==> src/rtl/gate_seq_pkg.sv <==
// Shared encodings for the gate test sequencer: gate modes, FSM states and the
// reserved-mode check.
package gate_seq_pkg;

   typedef enum logic [2:0] {
      MODE_INV  = 3'd0,
      MODE_AND  = 3'd1,
      MODE_OR   = 3'd2,
      MODE_NAND = 3'd3,
      MODE_NOR  = 3'd4,
      MODE_XOR  = 3'd5
   } gate_mode_e;

   typedef enum logic [2:0] {
      ST_IDLE   = 3'd0,
      ST_APPLY  = 3'd1,
      ST_SETTLE = 3'd2,
      ST_CHECK  = 3'd3,
      ST_DONE   = 3'd4
   } seq_state_e;

   function automatic logic mode_is_reserved(input logic [2:0] mode);
      return mode > 3'd5;
   endfunction

endpackage

==> src/rtl/gate_ref_model.sv <==
// Combinational golden model: expected gate output for a (mode, vector) pair.
module gate_ref_model
   import gate_seq_pkg::*;
#(
   parameter int WIDTH = 2
) (
   input  logic [2:0]       mode,
   input  logic [WIDTH-1:0] vec,
   output logic             expected
);

   always_comb begin
      expected = 1'b0;
      case (mode)
         MODE_INV:  expected = ~vec[0];
         MODE_AND:  expected = &vec;
         MODE_OR:   expected = |vec;
         MODE_NAND: expected = ~&vec;
         MODE_NOR:  expected = ~|vec;
         MODE_XOR:  expected = ^vec;
         default:   expected = 1'b0;
      endcase
   end

endmodule

==> src/rtl/gate_test_sequencer.sv <==
// Exhaustive gate tester: walks every input vector, waits SETTLE cycles, compares
// against gate_ref_model. Define GATE_SEQ_STOP_ON_FAIL_EN to end a run on the first mismatch.
module gate_test_sequencer
   import gate_seq_pkg::*;
#(
   parameter int WIDTH  = 2,
   parameter int SETTLE = 2
) (
   input  logic             clk,
   input  logic             rst_n,
   input  logic             start,
   input  logic [2:0]       mode,
   output logic [WIDTH-1:0] gate_in,
   input  logic             gate_out,
   output logic             busy,
   output logic             done,
   output logic             pass,
   output logic [WIDTH:0]   err_count,
   output logic [WIDTH-1:0] fail_vec
);

   localparam int EW = WIDTH + 1;
   localparam logic [WIDTH-1:0] ALL_ONES = '1;
   localparam logic [WIDTH-1:0] INV_LAST = WIDTH'(1);

   seq_state_e       state_q, state_d;
   logic [2:0]       mode_q, mode_d;
   logic [WIDTH-1:0] gate_in_q, gate_in_d;
   logic [WIDTH-1:0] fail_vec_q, fail_vec_d;
   logic [EW-1:0]    err_q, err_d;
   logic [3:0]       settle_q, settle_d;
   logic             pass_q, pass_d;
   logic             rsvd_q, rsvd_d;
   logic             expected, mismatch, last_vec;

   gate_ref_model #(.WIDTH(WIDTH)) u_ref (
      .mode     (mode_q),
      .vec      (gate_in_q),
      .expected (expected)
   );

   assign mismatch = (gate_out != expected);
   // INV only exercises bit 0, so its sweep stops at vector 1.
   assign last_vec = (gate_in_q == ((mode_q == MODE_INV) ? INV_LAST : ALL_ONES));

   always_comb begin
      state_d    = state_q;
      mode_d     = mode_q;
      gate_in_d  = gate_in_q;
      fail_vec_d = fail_vec_q;
      err_d      = err_q;
      settle_d   = settle_q;
      pass_d     = pass_q;
      rsvd_d     = rsvd_q;
      case (state_q)
         ST_IDLE: begin
            if (start) begin
               mode_d     = mode;
               err_d      = '0;
               fail_vec_d = '0;
               pass_d     = 1'b0;
               rsvd_d     = mode_is_reserved(mode);
               if (mode_is_reserved(mode)) begin
                  state_d = ST_DONE;
               end else begin
                  gate_in_d = '0;
                  state_d   = ST_APPLY;
               end
            end
         end
         ST_APPLY: begin
            settle_d = 4'(SETTLE);
            state_d  = ST_SETTLE;
         end
         ST_SETTLE: begin
            settle_d = settle_q - 4'd1;
            if (settle_q == 4'd1) state_d = ST_CHECK;
         end
         ST_CHECK: begin
            if (mismatch) begin
               err_d = err_q + EW'(1);
               if (err_q == '0) fail_vec_d = gate_in_q;
            end
`ifdef GATE_SEQ_STOP_ON_FAIL_EN
            if (mismatch || last_vec) begin
               state_d = ST_DONE;
            end else begin
               gate_in_d = gate_in_q + WIDTH'(1);
               state_d   = ST_APPLY;
            end
`else
            if (last_vec) begin
               state_d = ST_DONE;
            end else begin
               gate_in_d = gate_in_q + WIDTH'(1);
               state_d   = ST_APPLY;
            end
`endif
         end
         ST_DONE: state_d = ST_IDLE;
         default: state_d = ST_IDLE;
      endcase
      // pass is resolved on entry to DONE so it is already valid alongside the done pulse.
      if (state_d == ST_DONE && state_q != ST_DONE) pass_d = !rsvd_d && (err_d == '0);
   end

   always_ff @(posedge clk or negedge rst_n) begin
      if (!rst_n) begin
         state_q    <= ST_IDLE;
         mode_q     <= '0;
         gate_in_q  <= '0;
         fail_vec_q <= '0;
         err_q      <= '0;
         settle_q   <= '0;
         pass_q     <= 1'b0;
         rsvd_q     <= 1'b0;
      end else begin
         state_q    <= state_d;
         mode_q     <= mode_d;
         gate_in_q  <= gate_in_d;
         fail_vec_q <= fail_vec_d;
         err_q      <= err_d;
         settle_q   <= settle_d;
         pass_q     <= pass_d;
         rsvd_q     <= rsvd_d;
      end
   end

   assign gate_in   = gate_in_q;
   assign busy      = (state_q == ST_APPLY) || (state_q == ST_SETTLE) || (state_q == ST_CHECK);
   assign done      = (state_q == ST_DONE);
   assign pass      = pass_q;
   assign err_count = err_q;
   assign fail_vec  = fail_vec_q;

endmodule
==> config.mk <==
export PLATFORM = sky130hd
export DESIGN_NAME = gate_test_sequencer
export DESIGN_NICKNAME = d
export VERILOG_FILES = /design/src/rtl/gate_seq_pkg.sv /design/src/rtl/gate_ref_model.sv /design/src/rtl/gate_test_sequencer.sv
export SDC_FILE = /design/constraint.sdc
export NUM_CORES = 1
export LEC_CHECK = 0
export CAP_MARGIN = 0
export CORE_UTILIZATION = 57
export CTS_CLUSTER_SIZE = 24
export DETAILED_ROUTE_END_ITERATION = 12
export GPL_TIMING_DRIVEN = 0
export PLACE_DENSITY = 0.83
export SYNTH_ARGS = -nofsm -noshare
export SYNTH_HDL_FRONTEND = slang
export SYNTH_SLANG_ARGS = --single-unit
==> constraint.sdc <==
create_clock -name clk -period 5.3 [get_ports clk]
set_input_delay 1.325 -clock clk [delete_from_list [all_inputs] [get_ports clk]]
set_output_delay 1.325 -clock clk [all_outputs]
set_load 0.1 [all_outputs]
==> impl_metrics.toml, run 1 <==
[sta]
rsz0062_at_grt = "false"
clock.fmax_mhz = 265
slew_violations = 0
setup_viol = 0
whs_ns = 0.517
final.min_clock_period_ns = 3.77
tightestPinTransition_ns = 1.06
period_share_pct = 71.1
slew_headroom_pct = 28.3
finClkSkew_ns = 0.00886
fin_tns_setup_ns = 0
hold_viol_final = 0

[detailed_routing]
first_pass_iters = 6
drc = 0
drt_iter0_drc = 33
dr_wl_met3_um = 110
wl_met2_mm = 1.22
dr_total_vias = 1004
highest-signal-layer = "met4"
wl_per_cell_um = 13.9
wl_met1_mm = 1.10
vias_per_cell = 5.67
ant_nets = 0
wl_mm = 2.46

[worst_setup_path]
critPathKind = "flip-flop to primary output"
crit_required_ns = 3.97
path_max_fanout = 10
r2r_slack_ns = 2.95
setup.worst_path.start_class = "flip-flop"
arrival_ns = 2.44
endpoint_kind = "primary output"

[synth]
synth_edf_count = 0
syn_avg_cell_area_um2 = 8.99
ys_types = 38
async_flop_share_pct = 100
seq_area_frac_synth_pct = 40.7
yosysWarningCount = 0
syn_nets = 143
synth-main-ff-cell = "dfrtp_1"
syn_inst = 130
synth_area_mm2 = 0.00117
ys_ff_latch = 19

[clock_tree]
clock_latency_ns = 0.30
cts_max_path_buffers = 2
cts_root_buf = "clkbuf_4"
cts_tree = "yes"
clkSinkCount = 19
cts_made_buffers = 3
cts_hold_buffers = 0
postCtsSetupBuffers = 0
clkTransAtPathRegs_ns = 0.10
post_cts_resized = 0
cts_max_level = 1

[floorplanning]
boundaryPins = 17
fp.dieH_um = 47.3
fp.dieW_um = 47.3
row_count = 16
die_area_mm2 = 0.00224
start_util_pct = 60.2
core_area_mm2 = 0.00194

[global_route]
grt_pass1_wl_mm = 3.67
overflow = 0
antenna_found_initial = 0
grt_max_degree = 20
grt_usage_pct = 23.6
grt_pass1_vias = 864

[power]
total_power_w = 0.000877
cellPowerDensity_mw_per_mm2 = 632
p_comb_share_pct = 63.6
vdd_drop_max_mv = 0.439
power.internal_w = 0.000403
swShare_pct = 54.0
leakage_nw = 0.631
clock_power_share_pct = 8.3
switchingPower_w = 0.000474
seqPwrFrac_pct = 28.1

[placed_design]
gp_congestion = 0.813
hpwl_mm = 1.85
portBuffers = 16
dp.cells = 173

[layout]
drive_gt1_share_pct = 10.7
num_antenna_cells = 0
fill_cells = 159
layout_common_cells = "nand2_1 (19), dfrtp_1 (19), clkdlybuf4s50_1 (16), a21oi_1 (12), inv_1 (10)"
stdcell_count = 177
postLayoutCoreUtil_pct = 71.5
final_nets = 164
area_delta_synth_final_pct = 18.8

[flow_run]
maxCapViolations = 0

[run_status]
status = "completed"

[hold_path]
hp-class = "flip-flop to flip-flop"
-- cell usage after synthesis, types with 2 or more instances --
| cell | instances | area share, % |
|---|---|---|
| a21oi_1 | 12 | 5.1 |
| and2_1 | 2 | 1.1 |
| buf_2 | 2 | 0.86 |
| dfrtp_1 | 19 | 41 |
| ha_1 | 6 | 6.4 |
| inv_1 | 10 | 3.2 |
| mux2i_1 | 6 | 5.1 |
| nand2_1 | 19 | 6.1 |
| nand3_1 | 2 | 0.86 |
| nand3b_1 | 2 | 1.3 |
| nor2_1 | 8 | 2.6 |
| nor2_2 | 2 | 1.1 |
| nor3_1 | 5 | 2.1 |
| o21ai_0 | 8 | 3.4 |
| o22ai_1 | 3 | 1.6 |
| xnor2_1 | 2 | 1.5 |
-- power by group through the flow --
stage / clock network [W] / registers [W] / logic (W)
global route: 0.0000812 / 0.000255 / 0.000602
CTS: 0.0000740 / 0.000246 / 0.000560
finish: 0.0000729 / 0.000247 / 0.000558
floorplan: 0 / 0.000349 / 0.000336
global placement: 0 / 0.000245 / 0.000541
detailed placement: 0 / 0.000249 / 0.000556
-- worst paths after layout --
check                           depth (start not counted)                 endpoint              startpoint
worst max-delay path                                    3                     done    state_q[2]$_DFF_PN0_
worst min-delay path                                    1         rsvd_q$_DFF_PN0_        rsvd_q$_DFF_PN0_
worst max register to register                          8  fail_vec[0]$_DFFE_PN0P_  gate_in[0]$_DFFE_PN0P_
worst min register to register                          1         rsvd_q$_DFF_PN0_        rsvd_q$_DFF_PN0_
max in group asynchronous                               1     state_q[2]$_DFF_PN0_                   rst_n
min in group asynchronous                               1     state_q[0]$_DFF_PN0_                   rst_n
-- layout make-up --
cell class | instances | area, um2 | area share [%]
plain buffers | 5 | 25.0 | 1.80
repair buffers | 16 | 160 | 11.5
inverters | 11 | 41.3 | 2.97
flip-flops and latches | 19 | 475 | 34.2
multi-input cells | 95 | 627 | 45.1
clock buffers | 4 | 26.3 | 1.89
well taps | 27 | 33.8 | 2.43
-- routing by layer --
metal  global-route usage, %  up-vias
met2                    41.9       23
li1                        -      491
met4                    6.86        0
met5                       0        -
met1                    29.2      486
met3                    3.85        4
-- per-stage QoR --
step | worst slack (ns) | cell area, um2
2_1_floorplan | 2.04 | 1170
3_3_place_gp | 1.91 | 1360
3_5_place_dp | 1.90 | 1360
4_1_cts | 1.53 | 1390
5_1_grt | 1.41 | 1390
6_report | 1.53 | 1390
-- critical path: stages, from the launching register on --
cell and delay, ns:
dfrtp_1 0.46, clkbuf_1 0.36, and2_1 0.20, clkdlybuf4s50_1 1.13
-- kinds of logic after synthesis --
kind of cell | after synthesis | synth area share (%)
flip-flops | 19 | 40.7
AO/OA/AOI/OAI | 33 | 17.8
AND/OR/NAND/NOR | 45 | 19.2
multiplexers | 8 | 7.39
XOR/XNOR | 3 | 2.89
adder cells (fa/ha/maj) | 6 | 6.42
buffers and inverters | 16 | 5.67
-- registers in the layout (all words and copies together) (netlist names) --
name       count
gate_in        2
rsvd_q         1
settle_q       4
state_q        3
err_count      3
mode_q         3
fail_vec       2
pass           1
(Power assumes the default switching activity.)
==> run 2: changes to the inputs <==
--- a/config.mk
+++ b/config.mk
@@ -6,11 +6,11 @@
 export NUM_CORES = 1
 export LEC_CHECK = 0
 export CAP_MARGIN = 0
-export CORE_UTILIZATION = 57
+export CORE_UTILIZATION = 53
 export CTS_CLUSTER_SIZE = 24
 export DETAILED_ROUTE_END_ITERATION = 12
 export GPL_TIMING_DRIVEN = 0
-export PLACE_DENSITY = 0.83
+export PLACE_DENSITY = 0.78
 export SYNTH_ARGS = -nofsm -noshare
 export SYNTH_HDL_FRONTEND = slang
 export SYNTH_SLANG_ARGS = --single-unit
==> constraint.sdc (replaced) <==
create_clock -name clk -period 3.7 [get_ports clk]
set_input_delay 0.925 -clock clk [delete_from_list [all_inputs] [get_ports clk]]
set_output_delay 0.925 -clock clk [all_outputs]
set_load 0.1 [all_outputs]
==> run 2 against run 1 <==
Net effect:
- setup slack got worse by 1.2 ns
- wire length down 2.5%
- non-clock buffer count stayed put
- global-route usage decreased by 0.82 points
- cell area unchanged
- clock power up 48%
- count of clock-buffer cells in the layout did not move
- first-iteration DRC count shrank 61%
- power is 43% higher
- combinational power increased by 43%
- hold slack lost 0.019 ns
- register-to-register slack lost 1.6 ns
- critical path type unchanged
- largest cell class unchanged
==> impl_metrics.toml, run 2 (same netlist as run 1, synthesis figures left out) <==
[run_status]
status = "completed"

[clock_tree]
cts_tree = "yes"
cts_max_level = 1
clock_latency_ns = 0.30
clkTransAtPathRegs_ns = 0.11
postCtsSetupBuffers = 0
cts_made_buffers = 3
cts_hold_buffers = 0
cts_root_buf = "clkbuf_4"
post_cts_resized = 0
cts_max_path_buffers = 2
clkSinkCount = 19

[worst_setup_path]
critPathKind = "flip-flop to primary output"
setup.worst_path.start_class = "flip-flop"
path_max_fanout = 10
arrival_ns = 2.42
endpoint_kind = "primary output"
crit_required_ns = 2.77

[detailed_routing]
ant_nets = 0
vias_per_cell = 5.57
drc = 0
wl_mm = 2.39
drt_iter0_drc = 13
first_pass_iters = 4
wl_per_cell_um = 13.5
dr_total_vias = 986

[sta]
final.min_clock_period_ns = 3.34
hold_viol_final = 0
finClkSkew_ns = 0.00252
setup_viol = 0
clock.fmax_mhz = 299
slew_violations = 0
tightestPinTransition_ns = 1.11
fin_tns_setup_ns = 0
period_share_pct = 90.4
whs_ns = 0.497
slew_headroom_pct = 25.2
rsz0062_at_grt = "false"

[placed_design]
dp.cells = 173
gp_congestion = 0.778
portBuffers = 16
hpwl_mm = 1.78

[power]
vdd_drop_max_mv = 0.688
leakage_nw = 0.631
cellPowerDensity_mw_per_mm2 = 906

[layout]
area_delta_synth_final_pct = 18.8
regArea_um2 = 475
largest-register = "settle_q"
largest_reg_flops = 4
final_nets = 164
num_antenna_cells = 0
drive_gt1_share_pct = 10.7
multi_input_area_um2 = 627
stdcell_count = 177
layout_common_cells = "nand2_1 (19), dfrtp_1 (19), clkdlybuf4s50_1 (16), a21oi_1 (12), inv_1 (10)"
fill_cells = 174

[floorplanning]
fp.dieH_um = 49.0
fp.dieW_um = 49.0
die_area_mm2 = 0.00240
core_area_mm2 = 0.00202
boundaryPins = 17
start_util_pct = 57.8
row_count = 16

[global_route]
grt_pass1_wl_mm = 4.13
grt_max_degree = 20
antenna_found_initial = 0
grt_usage_pct = 22.8
overflow = 0
grt_pass1_vias = 965

[hold_path]
hp-class = "flip-flop to flip-flop"

[flow_run]
maxCapViolations = 0
-- run 2: cell counts in the layout (fill, tap and decap cells not counted) --
No cell type changed its count.
-- run 2: final timing paths --
path                                              from                 endpoint  slack (ns)  cells after the start
worst max register to register  gate_in[0]$_DFFE_PN0P_  fail_vec[0]$_DFFE_PN0P_        1.34                      8
worst min-delay path                  rsvd_q$_DFF_PN0_         rsvd_q$_DFF_PN0_        0.50                      1
worst max-delay path              state_q[2]$_DFF_PN0_                     done        0.36                      3
max in group asynchronous                        rst_n  settle_q[0]$_DFFE_PN0P_        2.07                      1
worst min register to register        rsvd_q$_DFF_PN0_         rsvd_q$_DFF_PN0_        0.50                      1
min in group asynchronous                        rst_n    mode_q[0]$_DFFE_PN0P_        1.10                      1
-- run 2: final cells by class --
class | count | share of cell area, %
buffer | 5 | 1.80
clock buffer | 4 | 1.89
inverter | 11 | 2.97
multi-input combinational | 95 | 45.1
sequential | 19 | 34.2
tap | 27 | 2.43
timing repair buffer | 16 | 11.5
-- run 2: power breakdown --
| part | internal (W) | total (W) | switching, W | leakage [nW] |
|---|---|---|---|---|
| combinational | 0.000256 | 0.000798 | 0.000542 | 0.369 |
| clock | 0.0000421 | 0.000108 | 0.0000663 | 0.0150 |
| sequential | 0.000280 | 0.000352 | 0.0000716 | 0.247 |
| total | 0.000578 | 0.00126 | 0.000680 | 0.631 |
-- run 2: per-stage QoR --
stage	setup WS (ns)	total power, W	cell area, um2	util [%]
5_1_grt	0.240	0.00135	1390	68.7
3_5_place_dp	0.713	0.00115	1360	67.4
4_1_cts	0.359	0.00126	1390	68.7
2_1_floorplan	0.782	0.000981	1170	-
3_3_place_gp	0.704	0.00113	1360	67.4
6_report	0.357	0.00126	1390	68.7
-- run 2: critical path: stages, from the launching register on --
cell	delay [ns]
dfrtp_1	0.44
clkbuf_1	0.34
and2_1	0.20
clkdlybuf4s50_1	1.13
-- run 2: per-layer routing --
metal	vias up	wire (um)	part of all wire, %	GRT usage, %
li1	490	-	-	-
met1	478	1150	48	28.4
met2	16	1150	48	38.7
met3	2	79	3.3	6.54
met4	0	12	0.50	5.88
met5	-	0	0	0
==> run 3: changes to the inputs <==
--- a/config.mk
+++ b/config.mk
@@ -10,6 +10,7 @@
 export CTS_CLUSTER_SIZE = 24
 export DETAILED_ROUTE_END_ITERATION = 12
 export GPL_TIMING_DRIVEN = 0
+export MAX_ROUTING_LAYER = met4
 export PLACE_DENSITY = 0.78
 export SYNTH_ARGS = -nofsm -noshare
 export SYNTH_HDL_FRONTEND = slang
==> run 3 against run 2 <==
Net effect:
- largest cell class unchanged
- clock power barely moved
- register-to-register slack barely moved
- largest power group unchanged
- via count did not move
- critical endpoint unchanged
- wire length fell by 0.67%
- highest routed layer unchanged
==> impl_metrics.toml, run 3 (same netlist as run 1, synthesis figures left out) <==
[run_status]
status = "completed"

[clock_tree]
cts_made_buffers = 3
clock_latency_ns = 0.30
cts_root_buf = "clkbuf_4"
clkTransAtPathRegs_ns = 0.11
cts_hold_buffers = 0
cts_max_path_buffers = 2
cts_max_level = 1
clkSinkCount = 19
cts_tree = "yes"
postCtsSetupBuffers = 0
post_cts_resized = 0

[placed_design]
portBuffers = 16
hpwl_mm = 1.78
gp_congestion = 0.788

[power]
leakage_nw = 0.631
total_power_w = 0.00126
cellPowerDensity_mw_per_mm2 = 905
vdd_drop_max_mv = 0.688

[floorplanning]
fp.dieW_um = 49.0
boundaryPins = 17
row_count = 16
die_area_mm2 = 0.00240
core_area_mm2 = 0.00202
start_util_pct = 57.8
fp.dieH_um = 49.0

[layout]
layout_common_cells = "nand2_1 (19), dfrtp_1 (19), clkdlybuf4s50_1 (16), a21oi_1 (12), inv_1 (10)"
num_antenna_cells = 0
final_nets = 164
largest-register = "settle_q"
area_delta_synth_final_pct = 18.8
largest_reg_flops = 4
drive_gt1_share_pct = 10.7

[worst_setup_path]
path_max_fanout = 10
worstSetupStartpoint = "state_q[2]$_DFF_PN0_"
arrival_ns = 2.41
endpoint_kind = "primary output"
critPathKind = "flip-flop to primary output"
rr_startpoint = "gate_in[0]$_DFFE_PN0P_"
setup.worst_path.start_class = "flip-flop"
crit_required_ns = 2.77
r2r_cells = 8

[detailed_routing]
drc = 0
drt_iter0_drc = 13
dr_total_vias = 986
ant_nets = 0
vias_per_cell = 5.57
first_pass_iters = 4
wl_mm = 2.38
wl_per_cell_um = 13.4

[global_route]
overflow = 0
antenna_found_initial = 0
grt_pass1_vias = 967
grt_pass1_wl_mm = 4.12
grt_usage_pct = 23.4
grt_max_degree = 20

[hold_path]
min_path_cells = 1
hold_start = "rsvd_q$_DFF_PN0_"
hp-class = "flip-flop to flip-flop"

[flow_run]
maxCapViolations = 0

[sta]
fin_tns_setup_ns = 0
hold_viol_final = 0
slew_violations = 0
final.min_clock_period_ns = 3.34
finClkSkew_ns = 0.00121
slew_headroom_pct = 25.1
clock.fmax_mhz = 299
setup_viol = 0
rsz0062_at_grt = "false"
tightestPinTransition_ns = 1.11
period_share_pct = 90.3
run 3: layer usage:
layer	track usage [%]	routed length, um	vias up
li1	-	-	492
met1	28.2	1120	476
met5	-	0	-
met2	38.7	1160	16
met4	5.88	12	0
met3	6.54	79	2
run 3: path summary, 6_finish.rpt:
kind                            slack, ns                      end
worst min register to register       0.50         rsvd_q$_DFF_PN0_
max in group asynchronous            2.07  settle_q[0]$_DFFE_PN0P_
worst max register to register       1.34  fail_vec[0]$_DFFE_PN0P_
min in group asynchronous            1.10    mode_q[0]$_DFFE_PN0P_
worst min-delay path                 0.50         rsvd_q$_DFF_PN0_
worst max-delay path                 0.36                     done
run 3: area by class of cell:
class | count | area (um2)
Buffer | 5 | 25.0
Inverter | 11 | 41.3
Fill cell | 174 | 633
Sequential cell | 19 | 475
Timing Repair Buffer | 16 | 160
Clock buffer | 4 | 26.3
Multi-Input combinational cell | 95 | 627
Tap cell | 27 | 33.8
run 3: stage by stage:
step	utilization [%]	std cells	cell area (um2)	worst slack [ns]	hold WS, ns
6_report	68.7	177	1390	0.360	0.497
5_1_grt	68.7	177	1390	0.240	0.508
4_1_cts	68.7	177	1390	0.359	0.499
3_5_place_dp	67.4	173	1360	0.713	0.473
3_3_place_gp	67.4	173	1360	0.704	0.454
2_1_floorplan	-	130	1170	0.782	0.438
run 3: power breakdown:
part | switching, W | internal (W) | leakage (nW)
clock | 0.0000658 | 0.0000421 | 0.0150
sequential | 0.0000712 | 0.000280 | 0.247
combinational | 0.000541 | 0.000256 | 0.369
total | 0.000678 | 0.000578 | 0.631
run 3: worst max-delay path: stages, from the launching register on:
cell	delay [ns]
dfrtp_1	0.44
clkbuf_1	0.34
and2_1	0.20
clkdlybuf4s50_1	1.13
==> patch 1 (settings of run 3) <==
Register the outputs `busy` and `done`, cleared by the reset; this adds one clock of latency there. The other outputs are not delayed to match.
--- a/src/rtl/gate_test_sequencer.sv
+++ b/src/rtl/gate_test_sequencer.sv
@@ -128,6 +128,13 @@
 
    assign gate_in   = gate_in_q;
-   assign busy      = (state_q == ST_APPLY) || (state_q == ST_SETTLE) || (state_q == ST_CHECK);
-   assign done      = (state_q == ST_DONE);
+   always_ff @(posedge clk or negedge rst_n) begin
+      if (!rst_n) begin
+         busy <= '0;
+         done <= '0;
+      end else begin
+         busy <= (state_q == ST_APPLY) || (state_q == ST_SETTLE) || (state_q == ST_CHECK);
+         done <= (state_q == ST_DONE);
+      end
+   end
    assign pass      = pass_q;
    assign err_count = err_q;
Check against the original RTL: not equivalent (a bounded check fails within 4 cycles, from zero or initial values and one cycle with rst_n low).
==> patch 1 against run 3 <==
Die area rose by 2.8%. Worst setup slack improved by 0.48 ns. Power increased by 4.3%. Clock skew up 0.0014 ns. Final area grew 2.4%. Non-clock buffer count grew 1. Synthesized area up 2.9%. Routed wire length increased by 5.7%. Sequential cell count is 2 higher. Critical endpoint is now gate_in[0]. Largest cell class unchanged. Highest routed layer unchanged.
==> patch 1: results (changes against run 3) <==
Finish
  – Max reg flops: 4 (unchanged)
  – Largest reg by FF count: settle_q (unchanged)
  – Final net count: 159 (was 164)
  – Share of layout cells above drive strength 1: 0.0897 (was 0.107)

Synth
  – Synth unique cells: 39 (was 38)
  – Syn nets: 138 (was 143)
  – Synth top area cells: dfrtp_1 44%, ha_1 6.2%, mux2i_1 5.0% (was dfrtp_1 41%, ha_1 6.4%, nand2_1 6.1%)
  – Commonest cells in the synthesized netlist: 21 x dfrtp_1, 13 x nand2_1, 9 x nor2_1, 9 x o21ai_0, 8 x inv_1 (was 19 x dfrtp_1, 19 x nand2_1, 12 x a21oi_1)
  – Seq/Total Area, Yosys: 0.437 (was 0.407)

Routing
  – Wire per inst: 14.6 um (was 13.4 um)
  – Drt initial violations: 9 (was 13)
  – DR vias/cell: 5.92 (was 5.57)

STA
  – Slew headroom: 0.229 (was 0.251)
  – Setup Skew: 0.00265 ns (was 0.00121 ns)

Place
  – Final Wtd Congestion: 0.782 (was 0.788)
  – DP HPWL: 1830 um (was 1780 um)
  – Placed cell area: 1400 um^2 (was 1360 um^2)
  – Place WS: 0.630 ns (was 0.713 ns)

Clock network
  – Htree depth: 1 (unchanged)
  – Max Root-Sink Buffers: 2 (unchanged)
  – Worst skew pair latency: 0.30 ns (about the same)
  – Cts repair resizes: 0 (unchanged)

GRT
  – Total Routing Usage GR: 0.249 (was 0.234)
  – First-pass GRT wire length: 4490 um (was 4120 um)
  – Largest net degree at the start of global routing: 22 (was 20)
  – Number of global-route vias before repair: 1,015 (was 967)

Critical path
  – Crit path DAT: 1.94 ns (was 2.41 ns)
  – CP Max Fanout: 6 (was 10)
  – CP max stage delay: 1.17 ns (was 1.13 ns)

Pwr
  – Maximum VDD drop: 0.000542 V (was 0.000688 V)
  – Leak: 0.643 nW (was 0.631 nW)

Outcome
  – Status: completed (unchanged)
-- patch 1: worst paths after layout --
| path | start | endpoint | slack [ns] | cells after the start |
|---|---|---|---|---|
| worst max register to register | gate_in[0]$_DFFE_PN0P_ | pass$_DFFE_PN0P_ | 0.98 | 8 |
| worst min register to register | rsvd_q$_DFF_PN0_ | rsvd_q$_DFF_PN0_ | 0.50 | 2 |
| max in group asynchronous | rst_n | settle_q[1]$_DFFE_PN0P_ | 1.97 | 1 |
| worst max-delay path | gate_in[0]$_DFFE_PN0P_ | gate_in[0] | 0.84 | 1 |
| min in group asynchronous | rst_n | mode_q[1]$_DFFE_PN0P_ | 1.15 | 1 |
| worst min-delay path | rsvd_q$_DFF_PN0_ | rsvd_q$_DFF_PN0_ | 0.50 | 2 |
-- patch 1: logic make-up (layout without fill, tap and decap cells) --
| logic type | count (synthesis) | in the layout | share of synthesized area |
|---|---|---|---|
| buffers and inverters | 14 | 34 | 0.0572 |
| and+or+nand+nor | 41 | 41 | 0.178 |
| muxes | 7 | 7 | 0.0593 |
| AOI/OAI and AO/OA | 34 | 34 | 0.191 |
| adders and majority gates | 6 | 6 | 0.0624 |
| DFF | 21 | 21 | 0.437 |
| xor gates and xnor gates | 2 | 2 | 0.0146 |
-- patch 1: cell type report --
type | instances | area [um^2]
plain buffers | 6 | 38.8
clock buffers | 4 | 26.3
fillers | 177 | 619
inverters | 8 | 30.0
multi-input cells | 90 | 608
flip-flops and latches | 21 | 526
well taps | 27 | 33.8
repair buffers | 16 | 160
-- patch 1: per-layer routing --
metal,routed length (um),vias up,track usage
li1,-,490,-
met1,1190,496,0.315
met2,1180,25,0.399
met3,88,8,0.0401
met4,59,0,0.0952
met5,0,-,-
-- patch 1: report_power, final --
part	leakage (nW)	switching, mW	internal, mW	total, mW
Clock	0.0150	0.0673	0.0420	0.109
Combinational	0.356	0.538	0.267	0.805
Sequential	0.272	0.0826	0.313	0.395
Total	0.643	0.688	0.622	1.31
-- patch 1: metrics by stage --
| stage | power, mW | cells | hold WS, ns |
|---|---|---|---|
| final | 1.31 | 172 | 0.497 |
| after global routing | 1.41 | 172 | 0.519 |
| after CTS | 1.31 | 172 | 0.494 |
| after floorplan | 1.02 | 125 | 0.441 |
| after detailed placement | 1.20 | 168 | 0.463 |
| after global placement | 1.17 | 168 | 0.451 |
==> patch 2 (settings of run 3) <==
Made on the original files. Build with the macro `GATE_SEQ_STOP_ON_FAIL_EN` defined.
--- a/src/rtl/gate_test_sequencer.sv
+++ b/src/rtl/gate_test_sequencer.sv
@@ -1,4 +1,6 @@
 // Exhaustive gate tester: walks every input vector, waits SETTLE cycles, compares
 // against gate_ref_model. Define GATE_SEQ_STOP_ON_FAIL_EN to end a run on the first mismatch.
+`define GATE_SEQ_STOP_ON_FAIL_EN
+
 module gate_test_sequencer
    import gate_seq_pkg::*;
Function: changed (a bounded check fails within 10 cycles, from zero or initial values and one cycle with rst_n low).
==> patch 2 against run 3 <==
Combinational power shrank 6.6%. Routed wire length shrank 9.5%. Sequential power grew 6.8%. Sequential cell count is the same. Power shrank 2.4%. Count of clock-buffer cells in the layout shrank 1. Utilization shrank 1.3 points. Critical path depth is the same. Synthesized area shrank 5.9%. Final area shrank 4.9%. Worst setup slack gained 0.16 ns. Global-route usage shrank 0.15 points.
==> patch 2: results (changes against run 3) <==
Critical path
  – Worst reg2reg path endpoint: gate_in[1]$_DFFE_PN0P_ (was fail_vec[0]$_DFFE_PN0P_)
  – R2R Setup Slk: 1.41 ns (was 1.34 ns)
  – Critical path startpoint: state_q[0]$_DFF_PN0_ (was state_q[2]$_DFF_PN0_)
  – Crit path DAT: 2.26 ns (was 2.41 ns)
  – R2r startpoint: gate_in[0]$_DFFE_PN0P_ (unchanged)
  – Worst R2R Path Depth: 8 (unchanged)
  – CP Max Fanout: 6 (was 10)

STA
  – Setup Skew: 0.0107 ns (was 0.00121 ns)
  – Slew @ Worst Pin: 0.971 ns (was 1.11 ns)
  – Hold Worst Slack: 0.497 ns (about the same)

Clock network
  – Post-CTS Setup Bufs: 0 (unchanged)
  – CTS root buf: clkbuf_4 (unchanged)
  – Worst skew pair latency: 0.30 ns (about the same)
  – Max Root-Sink Buffers: 2 (unchanged)
  – CTS buffer count: 3 (unchanged)
  – Htree depth: 1 (unchanged)

Pwr
  – Leak: 0.594 nW (was 0.631 nW)
  – Maximum VDD drop: 0.000527 V (was 0.000688 V)

Place
  – Place WS: 0.815 ns (was 0.713 ns)
  – Buffers on Ports: 16 (unchanged)
  – Final Wtd Congestion: 0.786 (was 0.788)
  – DP HPWL: 1610 um (was 1780 um)

Finish
  – Final Cell Area: 1320 um^2 (was 1390 um^2)
  – Layout fillers: 186 (was 174)
  – Fin cells: 159 (was 177)
  – Antenna diode count: 0 (unchanged)
  – Final net count: 146 (was 164)
  – Share of layout cells above drive strength 1: 0.0909 (was 0.107)

Synth
  – Synth unique cells: 34 (was 38)
  – Synth top area cells: dfrtp_1 43%, nand2_1 7.8%, ha_1 6.8% (was dfrtp_1 41%, ha_1 6.4%, nand2_1 6.1%)
  – Syn nets: 125 (was 143)
  – Seq/Total Area, Yosys: 0.432 (was 0.407)
  – Mapped Cells: 112 (was 130)
  – Post-synth ARST share: 1.00 (unchanged)
  – Commonest cells in the synthesized netlist: 23 x nand2_1, 19 x dfrtp_1, 8 x nor2_1 (was 19 x dfrtp_1, 19 x nand2_1, 12 x a21oi_1)

GRT
  – Number of global-route vias before repair: 853 (was 967)
  – First-pass GRT wire length: 3570 um (was 4120 um)
  – Total Routing Usage GR: 0.232 (was 0.234)
  – Initial antenna violation count: 0 (unchanged)

Routing
  – DR vias/cell: 5.34 (was 5.57)
  – Wire per inst: 13.5 um (was 13.4 um)
  – Drt initial violations: 5 (was 13)
  – First-pass DRT Iterations: 4 (unchanged)

Min path
  – Worst hold path cell count: 2 (was 1)
  – Worst hold start: rsvd_q$_DFF_PN0_ (unchanged)
  – Worst hold path type: flip-flop to flip-flop (unchanged)

Outcome
  – Status: completed (unchanged)
patch 2: logic make-up (layout without fill, tap and decap cells):
| kind of cell | Yosys count | in the layout | synth area share |
|---|---|---|---|
| compound gates | 21 | 21 | 0.149 |
| xor+xnor | 3 | 3 | 0.0239 |
| fa+ha+maj | 6 | 6 | 0.0683 |
| buf+inv | 7 | 27 | 0.0239 |
| flops | 19 | 19 | 0.432 |
| mux | 8 | 8 | 0.0785 |
| simple gates | 48 | 48 | 0.224 |
patch 2: worst max-delay path: cells and delay by family, from the launching register on:
| kind | cells | cell delay (ns) |
|---|---|---|
| buffers and inverters | 1 | 1.13 |
| DFF | 1 | 0.47 |
| and+or+nand+nor | 2 | 0.37 |
patch 2: per-layer routing:
| layer | vias up | share of wire | GRT usage |
|---|---|---|---|
| met5 | - | 0 | - |
| met3 | 2 | 0.040 | 0.0340 |
| met2 | 16 | 0.46 | 0.381 |
| met4 | 0 | 0.0056 | 0.0667 |
| li1 | 427 | - | - |
| met1 | 404 | 0.49 | 0.299 |
patch 2: how the worst max path moves through the flow:
stage	endpoint	slack, ns	depth (start not counted)
after floorplan	gate_in[1]$_DFFE_PN0P_	0.95	8
final	done	0.52	3
after CTS	done	0.53	3
after global placement	pass$_DFFE_PN0P_	0.84	6
after detailed placement	pass$_DFFE_PN0P_	0.82	6
after global routing	done	0.43	3
patch 2: final cells by class:
cell class | instances | area share
repair buffers | 16 | 0.121
clock inverters | 1 | 0.00379
multi-input cells | 86 | 0.453
well taps | 27 | 0.0256
clock buffers | 3 | 0.0170
inverters | 7 | 0.0199
flip-flops and latches | 19 | 0.360
patch 2: report_power, final:
group	internal [mW]	switching [mW]	leakage [nW]
Combinational	0.248	0.496	0.329
Sequential	0.284	0.0914	0.248
Clock	0.0402	0.0666	0.0177
